**src/rtl/pic_core_pkg.sv**
```systemverilog
// pic_core_pkg
//   Shared types, constants and helpers for the pic_core_nch interrupt
//   controller core and its priority resolver.
//   - eoi_kind_e   : non-specific / specific end-of-interrupt
//   - IMR_RST      : reset value of the mask register (all lines masked),
//                    sized for the widest supported core; slice as needed
//   - bottom_rst() : reset value of the lowest-priority index (line 0 top)
//   - idx2onehot / onehot2idx : conversions for vectors up to MAX_IRQ wide;
//                    callers size-cast to their own NUM_IRQ / ID_W
package pic_core_pkg;

    localparam int MAX_IRQ  = 32;
    localparam int MAX_ID_W = 5;

    typedef enum logic {
        EOI_NONSPEC = 1'b0,
        EOI_SPEC    = 1'b1
    } eoi_kind_e;

    localparam logic [MAX_IRQ-1:0] IMR_RST = '1;

    // Bottom = NUM_IRQ-1 makes line 0 the highest priority after reset.
    function automatic logic [MAX_ID_W-1:0] bottom_rst(input int num_irq);
        return MAX_ID_W'(num_irq - 1);
    endfunction

    function automatic logic [MAX_IRQ-1:0] idx2onehot(input logic [MAX_ID_W-1:0] idx);
        return MAX_IRQ'(1) << idx;
    endfunction

    // Caller guarantees at most one bit is set; zero maps to index 0.
    function automatic logic [MAX_ID_W-1:0] onehot2idx(input logic [MAX_IRQ-1:0] oh);
        logic [MAX_ID_W-1:0] r;
        r = '0;
        for (int i = 0; i < MAX_IRQ; i++) begin
            if (oh[i]) r = r | MAX_ID_W'(i);
        end
        return r;
    endfunction

endpackage

```
**src/rtl/pic_prio_resolver.sv**
```systemverilog
// pic_prio_resolver
//   Combinational rotating priority encoder. The line just above `bottom`
//   (mod NUM_IRQ) has the highest priority, `bottom` itself the lowest.
//   Ports:
//     req    in  NUM_IRQ  request vector
//     bottom in  ID_W     current lowest-priority index (must be < NUM_IRQ)
//     valid  out 1        any request present
//     id     out ID_W     index of the highest-priority request
module pic_prio_resolver
    import pic_core_pkg::*;
#(
    parameter int NUM_IRQ = 8,
    parameter int ID_W    = $clog2(NUM_IRQ)
) (
    input  logic [NUM_IRQ-1:0] req,
    input  logic [ID_W-1:0]    bottom,
    output logic               valid,
    output logic [ID_W-1:0]    id
);

    logic [NUM_IRQ-1:0] gnt;
    int                 idx;

    // Walk from lowest to highest priority so the last hit left in gnt is
    // the winner; bottom < NUM_IRQ so one conditional subtract is the modulo.
    always_comb begin
        gnt = '0;
        idx = 0;
        for (int k = NUM_IRQ; k >= 1; k--) begin
            idx = int'(bottom) + k;
            if (idx >= NUM_IRQ) idx = idx - NUM_IRQ;
            if (req[ID_W'(idx)]) gnt = NUM_IRQ'(idx2onehot(MAX_ID_W'(idx)));
        end
        valid = |req;
        id    = ID_W'(onehot2idx(MAX_IRQ'(gnt)));
    end

endmodule

```
**src/rtl/pic_core_nch.sv**
```systemverilog
// pic_core_nch
//   Programmable interrupt controller core for NUM_IRQ request lines:
//   IRR/ISR/IMR, rotating priority, CPU request/acknowledge/vector
//   handshake, specific and non-specific EOI, auto-EOI, auto-rotate.
//   Ports:
//     clock, reset                  clock, synchronous active-high reset
//     irq_in                        synchronised request lines
//     cfg_level/auto_eoi/auto_rotate trigger mode and service options
//     vector_base                   vec_out = vector_base + id (wraps)
//     mask_wr, mask_data            IMR load strobe / value
//     eoi_valid, eoi_specific, eoi_id   end-of-interrupt command
//     rot_set_valid, rot_set_id     set lowest-priority line
//     int_req, int_ack              CPU request / acknowledge
//     vec_valid, vec_out            acknowledged vector (one-cycle pulse)
//     irr, isr, imr                 register readback
//   Optional (macro PIC_CORE_POLL_EN): poll_rd / poll_word polled
//   acknowledge returning {1, zero pad, id}, or 0 if nothing pending.
module pic_core_nch
    import pic_core_pkg::*;
#(
    parameter int NUM_IRQ = 8,
    parameter int VEC_W   = 8,
    parameter int ID_W    = $clog2(NUM_IRQ)
) (
    input  logic               clock,
    input  logic               reset,
    input  logic [NUM_IRQ-1:0] irq_in,
    input  logic               cfg_level,
    input  logic               cfg_auto_eoi,
    input  logic               cfg_auto_rotate,
    input  logic [VEC_W-1:0]   vector_base,
    input  logic               mask_wr,
    input  logic [NUM_IRQ-1:0] mask_data,
    input  logic               eoi_valid,
    input  logic               eoi_specific,
    input  logic [ID_W-1:0]    eoi_id,
    input  logic               rot_set_valid,
    input  logic [ID_W-1:0]    rot_set_id,
    output logic               int_req,
    input  logic               int_ack,
    output logic               vec_valid,
    output logic [VEC_W-1:0]   vec_out,
`ifdef PIC_CORE_POLL_EN
    input  logic               poll_rd,
    output logic [VEC_W-1:0]   poll_word,
`endif
    output logic [NUM_IRQ-1:0] irr,
    output logic [NUM_IRQ-1:0] isr,
    output logic [NUM_IRQ-1:0] imr
);

    localparam logic [ID_W-1:0] BOTTOM_RST = ID_W'(bottom_rst(NUM_IRQ));

    logic [NUM_IRQ-1:0] irr_q, irr_d, isr_q, isr_d, imr_q, imr_d;
    logic [NUM_IRQ-1:0] irq_prev_q, irq_prev_d;
    logic [ID_W-1:0]    bottom_q, bottom_d;
    logic               int_req_q, int_req_d;
    logic               vec_valid_q, vec_valid_d;
    logic [VEC_W-1:0]   vec_out_q, vec_out_d;
`ifdef PIC_CORE_POLL_EN
    logic [VEC_W-1:0]   poll_word_q, poll_word_d;
`endif

    logic               pend_valid, isr_valid;
    logic [ID_W-1:0]    pend_id, isr_id;
    logic               ack_any, take, eoi_hit;
    logic [ID_W-1:0]    eoi_svc;
    logic [NUM_IRQ-1:0] win_oh, eoi_clr;

    // Arbitration always sees the registered IMR, so a same-cycle mask
    // write only affects the next cycle.
    pic_prio_resolver #(.NUM_IRQ(NUM_IRQ), .ID_W(ID_W)) u_pend_res (
        .req    (irr_q & ~imr_q),
        .bottom (bottom_q),
        .valid  (pend_valid),
        .id     (pend_id)
    );

    pic_prio_resolver #(.NUM_IRQ(NUM_IRQ), .ID_W(ID_W)) u_isr_res (
        .req    (isr_q),
        .bottom (bottom_q),
        .valid  (isr_valid),
        .id     (isr_id)
    );

    // Distance from the top of the priority ring; smaller outranks larger.
    function automatic int rank(input logic [ID_W-1:0] id, input logic [ID_W-1:0] bot);
        int d;
        d = int'(id) - int'(bot) - 1;
        if (d < 0) d = d + NUM_IRQ;
        return d;
    endfunction

    always_comb begin
        ack_any = int_ack;
`ifdef PIC_CORE_POLL_EN
        ack_any = int_ack | poll_rd;
`endif
        take   = ack_any & pend_valid;
        win_oh = NUM_IRQ'(idx2onehot(MAX_ID_W'(pend_id)));

        // Request register: new edges/levels first, then the acknowledge clear.
        irq_prev_d = irq_in;
        irr_d = cfg_level ? irq_in : (irr_q | (irq_in & ~irq_prev_q));
        if (take) irr_d = irr_d & ~win_oh;

        // EOI is a no-op with nothing in service or an out-of-range target.
        eoi_hit = 1'b0;
        eoi_svc = isr_id;
        if (eoi_valid && isr_valid) begin
            if (eoi_kind_e'(eoi_specific) == EOI_SPEC) begin
                if (int'(eoi_id) < NUM_IRQ) begin
                    eoi_hit = 1'b1;
                    eoi_svc = eoi_id;
                end
            end else begin
                eoi_hit = 1'b1;
            end
        end
        eoi_clr = eoi_hit ? NUM_IRQ'(idx2onehot(MAX_ID_W'(eoi_svc))) : '0;

        // EOI clears before the acknowledge sets, so both on one line leave it set.
        isr_d = isr_q & ~eoi_clr;
        if (take && !cfg_auto_eoi) isr_d = isr_d | win_oh;

        imr_d = mask_wr ? mask_data : imr_q;

        // Later assignments win: EOI rotate, then auto-EOI rotate, then explicit set.
        bottom_d = bottom_q;
        if (cfg_auto_rotate && eoi_hit) bottom_d = eoi_svc;
        if (cfg_auto_rotate && take && cfg_auto_eoi) bottom_d = pend_id;
        if (rot_set_valid && int'(rot_set_id) < NUM_IRQ) bottom_d = rot_set_id;

        int_req_d = 1'b0;
        if (!ack_any && pend_valid)
            int_req_d = !isr_valid || (rank(pend_id, bottom_q) < rank(isr_id, bottom_q));

        vec_valid_d = int_ack;
        vec_out_d   = vec_out_q;
        if (int_ack)
            vec_out_d = vector_base + (take ? VEC_W'(pend_id) : VEC_W'(NUM_IRQ - 1));

`ifdef PIC_CORE_POLL_EN
        poll_word_d = '0;
        if (poll_rd && !int_ack && pend_valid)
            poll_word_d = {1'b1, (VEC_W-1)'(pend_id)};
`endif
    end

    always_ff @(posedge clock) begin
        if (reset) begin
            irr_q       <= '0;
            isr_q       <= '0;
            imr_q       <= NUM_IRQ'(IMR_RST);
            irq_prev_q  <= '0;
            bottom_q    <= BOTTOM_RST;
            int_req_q   <= 1'b0;
            vec_valid_q <= 1'b0;
            vec_out_q   <= '0;
`ifdef PIC_CORE_POLL_EN
            poll_word_q <= '0;
`endif
        end else begin
            irr_q       <= irr_d;
            isr_q       <= isr_d;
            imr_q       <= imr_d;
            irq_prev_q  <= irq_prev_d;
            bottom_q    <= bottom_d;
            int_req_q   <= int_req_d;
            vec_valid_q <= vec_valid_d;
            vec_out_q   <= vec_out_d;
`ifdef PIC_CORE_POLL_EN
            poll_word_q <= poll_word_d;
`endif
        end
    end

    assign irr       = irr_q;
    assign isr       = isr_q;
    assign imr       = imr_q;
    assign int_req   = int_req_q;
    assign vec_valid = vec_valid_q;
    assign vec_out   = vec_out_q;
`ifdef PIC_CORE_POLL_EN
    assign poll_word = poll_word_q;
`endif

endmodule

```
**config.mk**
```make
export PLATFORM = sky130hd
export DESIGN_NAME = pic_core_nch
export DESIGN_NICKNAME = d
export VERILOG_FILES = /design/src/rtl/pic_core_pkg.sv /design/src/rtl/pic_prio_resolver.sv /design/src/rtl/pic_core_nch.sv
export SDC_FILE = /design/constraint.sdc
export NUM_CORES = 1
export LEC_CHECK = 0
export CAP_MARGIN = 10
export CORE_MARGIN = 2
export CORE_UTILIZATION = 45
export DETAILED_ROUTE_END_ITERATION = 10
export PLACE_DENSITY_LB_ADDON = 0.2
export SKIP_LAST_GASP = 1
export SYNTH_ARGS = -nofsm -noshare
export SYNTH_HDL_FRONTEND = slang
export SYNTH_HIERARCHICAL = 1
export SYNTH_SLANG_ARGS = --single-unit
```
**constraint.sdc**
```tcl
create_clock -name clock -period 7.2 [get_ports clock]
set_clock_uncertainty 0.15 [all_clocks]
set_input_delay 1.08 -clock clock [delete_from_list [all_inputs] [get_ports clock]]
set_output_delay 1.08 -clock clock [all_outputs]
set_load 0.05 [all_outputs]
```
=== Word level (Yosys, flattened, before mapping) ===
Index checks and enable logic that the tools add are counted.

* Register bits: 45
* Input bits: 40
* Output and inout bits: 34

* Add/subtract/negate cells: 23
* Magnitude comparators: 19
* Shift-type cells: 10
* Multiplexer cells: 101
* Bitwise gates (word level): 12
* Reduce and logical (&&, ||, !) cells: 14

{| class="wikitable"
|+ Operators by type and width
! kind !! count
|-
| >= comparator 32 x 5 -> 1 bit (second input constant) || 8
|-
| two-way mux 8 bit || 20
|-
| two-way mux 32 bit || 4
|-
| << shifter 1 x 5 -> 8 bit (first input constant) || 8
|-
| binary-select mux 1 bit (select 3 bit) || 16
|-
| two-way mux 3 bit || 14
|-
| < comparator 3 x 5 -> 1 bit (second input constant) || 8
|-
| two-way mux 5 bit || 8
|-
| two-way mux 1 bit || 35
|-
| subtractor 5 bit (second input constant) || 7
|-
| AND 8 bit || 4
|-
| < comparator 32 bit || 1
|-
| inverter 8 bit || 4
|-
| adder 3 x 3 -> 4 bit (second input constant) || 4
|-
| OR 8 bit || 2
|-
| OR reduction 8 bit || 2
|-
| << shifter 1 x 3 -> 8 bit (first input constant) || 2
|-
| adder 5 x 5 -> 6 bit (second input constant) || 2
|-
| < comparator 5 x 1 -> 1 bit (second input constant) || 2
|-
| subtractor 4 x 2 -> 5 bit (second input constant) || 2
|-
| adder 3 x 2 -> 4 bit (second input constant) || 2
|-
| adder 8 x 3 -> 8 bit || 1
|-
| two-way mux 2 bit || 4
|-
| subtractor 3 x 3 -> 4 bit || 2
|-
| 10 further kinds || 17
|}

=== Longest topological paths before layout ===
* Depth in word-level cells: 29
* Depth in mapped cells: 23

=== Cells and area by module ===
The synthesis kept the hierarchy.

{| class="wikitable"
|+ By module, submodules not included
! module !! times used !! cells an instance !! area each (µm²)
|-
| pic_prio_resolver || 2 || 173 || 1,446.4
|-
| pic_core_nch || 1 || 281 || 2,477.4
|}

=== Least setup slack after synthesis ===
No wires, ideal clock.

* Path kind: register to register
* Start point: reg bottom_q[1]
* End point: reg int_req_q, in the netlist int_req
* Library setup time: 0.091 ns
* Arrival time: 5.199 ns
* Data required time: 6.959 ns
* Setup slack: 1.760 ns
* Stages on the path, launching flop included: 23
* Clock period less this slack: 5.440 ns
* Path through: dfxtp_1 buf_2 inv_1 ha_1 buf_2 mux2_2 mux4_2 o221a_2 o31ai_1 a221oi_1 nand4_1 inv_1 ha_1 fa_1 xor2_1 nand3_1 xnor2_1 ha_1 inv_1 ha_1 o21ai_0 o211ai_1 a311oi_1

* Word-level cells in the longest chain between the ends: 28
* Elaborated cells between the ends (all ways): 132
* Classes of those cells: add/sub (22); order compare (11); shift (8); mux (90); reduce/logical (1)

{| class="wikitable"
|+ RTL lines
! what !! line !! source
|-
| from (decl) || pic_core_nch.sv:56 || <nowiki>logic [ID_W-1:0] bottom_q, bottom_d;</nowiki>
|-
| from (signal assigned) || pic_core_nch.sv:168 || <nowiki>bottom_q <= bottom_d;</nowiki>
|-
| adder 3 x 4 -> 5 bit || pic_prio_resolver.sv:30 || <nowiki>idx = int'(bottom) + k;</nowiki>
|-
| >= comparator 32 x 5 -> 1 bit / subtractor 5 x 4 -> 5 bit (equally long branches) || pic_prio_resolver.sv:31 || <nowiki>if (idx >= NUM_IRQ) idx = idx - NUM_IRQ;</nowiki>
|-
| two-way mux 5 bit || pic_prio_resolver.sv:31 ||
|-
| binary-select mux 1 bit (select 3 bit) || pic_prio_resolver.sv:32 || <nowiki>if (req[ID_W'(idx)]) gnt = NUM_IRQ'(idx2onehot(MAX_ID_W'(idx)));</nowiki>
|-
| two-way mux 1 bit (implied by the code) (2 in series) || pic_prio_resolver.sv:32 ||
|-
| two-way mux 8 bit (7 in series) || pic_prio_resolver.sv:32 ||
|-
| two-way mux 8 bit (*) || pic_prio_resolver.sv:32 ||
|-
| two-way mux 1 bit || pic_core_pkg.sv:36 || <nowiki>if (oh[i]) r = r | MAX_ID_W'(i);</nowiki>
|-
| [6 not listed] || n/a ||
|-
| named net pend_id[0] || pic_core_nch.sv:65 || <nowiki>logic [ID_W-1:0] pend_id, isr_id;</nowiki>
|-
| subtractor 3 x 3 -> 4 bit (*) || pic_core_nch.sv:89 || <nowiki>d = int'(id) - int'(bot) - 1;</nowiki>
|-
| subtractor 4 x 2 -> 5 bit (*) || pic_core_nch.sv:89 ||
|-
| adder 5 x 5 -> 6 bit / < comparator 5 x 1 -> 1 bit (equally long branches) || pic_core_nch.sv:90 || <nowiki>if (d < 0) d = d + NUM_IRQ;</nowiki>
|-
| two-way mux 32 bit (*) || pic_core_nch.sv:90 ||
|-
| two-way mux 32 bit (*) || pic_core_nch.sv:135 || <nowiki>if (!ack_any && pend_valid)</nowiki>
|-
| < comparator 32 bit (*) || pic_core_nch.sv:136 || <nowiki>int_req_d = !isr_valid || (rank(pend_id, bottom_q) < rank(isr_id, bottom_q));</nowiki>
|-
| logical OR 1 bit (*) || pic_core_nch.sv:136 ||
|-
| to (signal assigned) || pic_core_nch.sv:169 || <nowiki>int_req_q <= int_req_d;</nowiki>
|-
| to (decl) || pic_core_nch.sv:57 || <nowiki>logic int_req_q, int_req_d;</nowiki>
|}

Mark *: on every way through the listed nets, which the timed path passes. The rest lies on a longest branch. The select of a mux whose other input is x is not followed.
A chain may end at the register's enable or synchronous reset.

=== Final worst setup path ===
* Start point: reg bottom_q[0]
* End point: reg int_req_q, in the netlist int_req

Same word-level chain as after synthesis.

==> run_results.csv <==
group,metric,value,unit
run_status,status,"complete, no violations",
run,max_cap_viol_count,0,
worst_setup_path,crit_fanout,24,
clock_tree,h-tree-depth,2,
grt,antenna_found_initial,0,
die,ios,74,
die,die_y,113.2,um
die,start_util,46.63,%
clock_tree,post-cts-setup-buffers,0,
worst_setup_path,worstSetupPathType,"reg -> reg",
yosys,ys_top_cells_by_area,"dfxtp_1, mux4_2, ha_1",
yosys,synth-seq-cells,45,
clock_tree,cts-root-buf,"clkbuf_16",
sta,fmax,157.1,MHz
grt,gr-usage-met3,3.642,%
sta,finalCritPeriodShare,88.41,%
die,dieArea,0.01282,mm2
placement,dp_hpwl,12.60,mm
grt,grt_pass1_wl,26.97,mm
pwr,p_comb_share,56.7,%
layout,drive_gt1_share,10.80,%
yosys,synth_edf_count,0,
pwr,netSwitchingFraction,44.54,%
yosys,ys_seq_area_share,16.78,%
clock_tree,ctsResizeCount,0,
clock_tree,clockBufferDepth,2,
routing,detail_route.first_pass.iterations,5,
pwr,peakVddDrop,0.1760,mV
grt,overflow,0,
worst_setup_path,worst_setup_path_end_kind,"register",
routing,initialDrtViolationCount,528,
clock_tree,cts-buffers-inserted,5,
grt,use_met1,32.71,%
grt,grt.busiest_layer,"met2",
yosys,yosysTopAreaCell,"dfxtp_1",
routing,route.detailed.drc,0,
sta,slew_viol_final,0,
sta,rsz0062_at_grt,"no",
die,die_x,113.2,um
yosys,synth.top_cell.area_share,16.78,%
yosys,synth_cells,627,
yosys,syn-num-nets,711,
pwr,p_int,0.6776,mW
sta,finalCriticalPeriod,6366,ps
routing,ant_nets,0,
worst_setup_path,cp.required,7240,ps
die,core-area,0.01152,mm2
layout,multi_input_area,0.004170,mm2
min_path,hold_depth,2,
sta,maxSlewHeadroom,32.67,%
layout,diodes,0,
routing,vias,5478,
worst_setup_path,start_kind,"register",
yosys,ys_types,67,
pwr,p_seq_share,23.3,%
routing,wl_per_cell,20.33,um
yosys,synth_area_per_cell,8.565,um2
placement,numPortBuffers,73,
layout,final_nets,759,
pwr,clkPwrFrac,19.9,%
worst_setup_path,arrival,6400,ps
layout,register_area,902.1,um2
pwr,leakage,2.469,nW
grt,grt_pass1_vias,5294,
sta,hold_slack,332.6,ps
sta,worst_slew_pin_slew,1007,ps
sta,setup-tns-final,0,ps
clock_tree,insertion_delay,290,ps
min_path,min_path_type,"reg -> reg",
pwr,pwr_density_cell,194.5,mW/mm2
grt,grt_max_degree,32,
grt,use_met2,42.75,%
yosys,netlist_top_cells_count,"nand2_1, dfxtp_1, ha_1",
routing,routed_wl,16.65,mm
yosys,synth_area,0.005370,mm2
clock_tree,cts_tree,"built",
sta,finalSetupViolCount,0,
layout,nFillCells,1039,
yosys,ys.flop_type,"dfxtp_1",
routing,viasPerCell,6.689,
clock_tree,hold_buffers,0,
yosys,synth_most_common_cell,"nand2_1",
placement,gp_congestion,0.9424,
layout,syn_to_final_growth,16.99,%
yosys,synthArstFlopShare,0,%
yosys,synth.yosys.warnings,6,
sta,hold_violations,0,
worst_setup_path,r2r_cells,20,
grt,grt_use_total,25.60,%
die,num_rows,39,
clock_tree,cts_sinks,45,
clock_tree,path_clk_slew,70,ps
pwr,power.switching,0.5442,mW
## state kept, by name (all words and copies together) (netlist names)
name	cells
bottom_q	3
imr	8
int_req	1
irq_prev_q	8
irr	8
isr	8
vec_out	8
vec_valid	1
## per-layer routing
layer / vias up / part of all wire, %
met5: - / 0
met4: 0 / 3.4
met3: 49 / 7.5
li1: 2531 / -
met1: 2605 / 41
met2: 293 / 48
## power groups by stage
stage	Combinational, mW	Sequential, mW	Clock [mW]
finish	0.693	0.285	0.243
CTS	0.686	0.285	0.249
global placement	0.660	0.291	0
global route	0.762	0.288	0.261
floorplan	0.449	0.334	0
detailed placement	0.678	0.291	0
## layout make-up
type                       instances  share of cell area, %
clock buffer                       5                  1.992
multi-input combinational        515                  66.38
inverter                          31                  1.852
timing repair buffer              77                  12.11
sequential                        45                  14.36
clock inverter                     3                 0.4581
tap                              143                  2.848
## kinds of logic after synthesis
family | after synthesis | share of synthesized area (%)
xor gates and xnor gates | 13 | 2.120
buffers and inverters | 67 | 5.568
and+or+nand+nor | 221 | 22.23
muxes | 70 | 19.31
AOI/OAI and AO/OA | 167 | 23.32
DFF | 45 | 16.78
adders and majority gates | 44 | 10.67
## worst max-delay path, stage by stage (launching register included)
cell      delay, ps
dfxtp_2         710
inv_1           230
ha_1            530
mux4_2          610
mux2i_1         520
nand2_1         240
o31ai_1         400
a221oi_1        170
nand4_1         320
inv_1           160
ha_1            230
fa_1            370
xor2_1          290
nand3_1         140
xnor2_1         150
ha_1            270
inv_1            40
ha_1            270
o21ai_0          80
o211ai_1        100
a311oi_1        270
## placed cells by master (no fill, tap or decap), types with 9 or more instances in the layout
cell type / n
ha_1: 41
o221a_2: 9
nand3_1: 38
mux2_2: 15
o211ai_1: 10
o221ai_1: 10
a21oi_1: 21
mux2i_1: 25
clkdlybuf4s50_1: 73
dfxtp_1: 44
nor3_1: 12
nor3b_1: 10
nor2_1: 25
nor2b_1: 25
mux4_2: 24
inv_1: 31
nand4_1: 10
o21ai_0: 28
nand2_1: 51
a211oi_1: 12
## metrics by stage
| stage | cell area, um2 | util (%) | total power [mW] | worst slack (ps) | cells |
|---|---|---|---|---|---|
| after floorplan | 5370 | - | 0.7837 | 1760 | 627 |
| after global placement | 6128 | 53.22 | 0.9504 | 1141 | 811 |
| after detailed placement | 6128 | 53.22 | 0.9693 | 1006 | 811 |
| after CTS | 6282 | 54.55 | 1.221 | 957.3 | 819 |
| after global routing | 6282 | 54.55 | 1.311 | 483.4 | 819 |
| final | 6282 | 54.55 | 1.222 | 834.2 | 819 |
## final timing paths
kind | start | end | slack, ps
max | bottom_q[0] | int_req | 830
min | irr[3] | irr[3] | 330
max reg2reg | bottom_q[0] | int_req | 830
min reg2reg | irr[3] | irr[3] | 330
No activity file was read; power rests on OpenSTA's default activity.
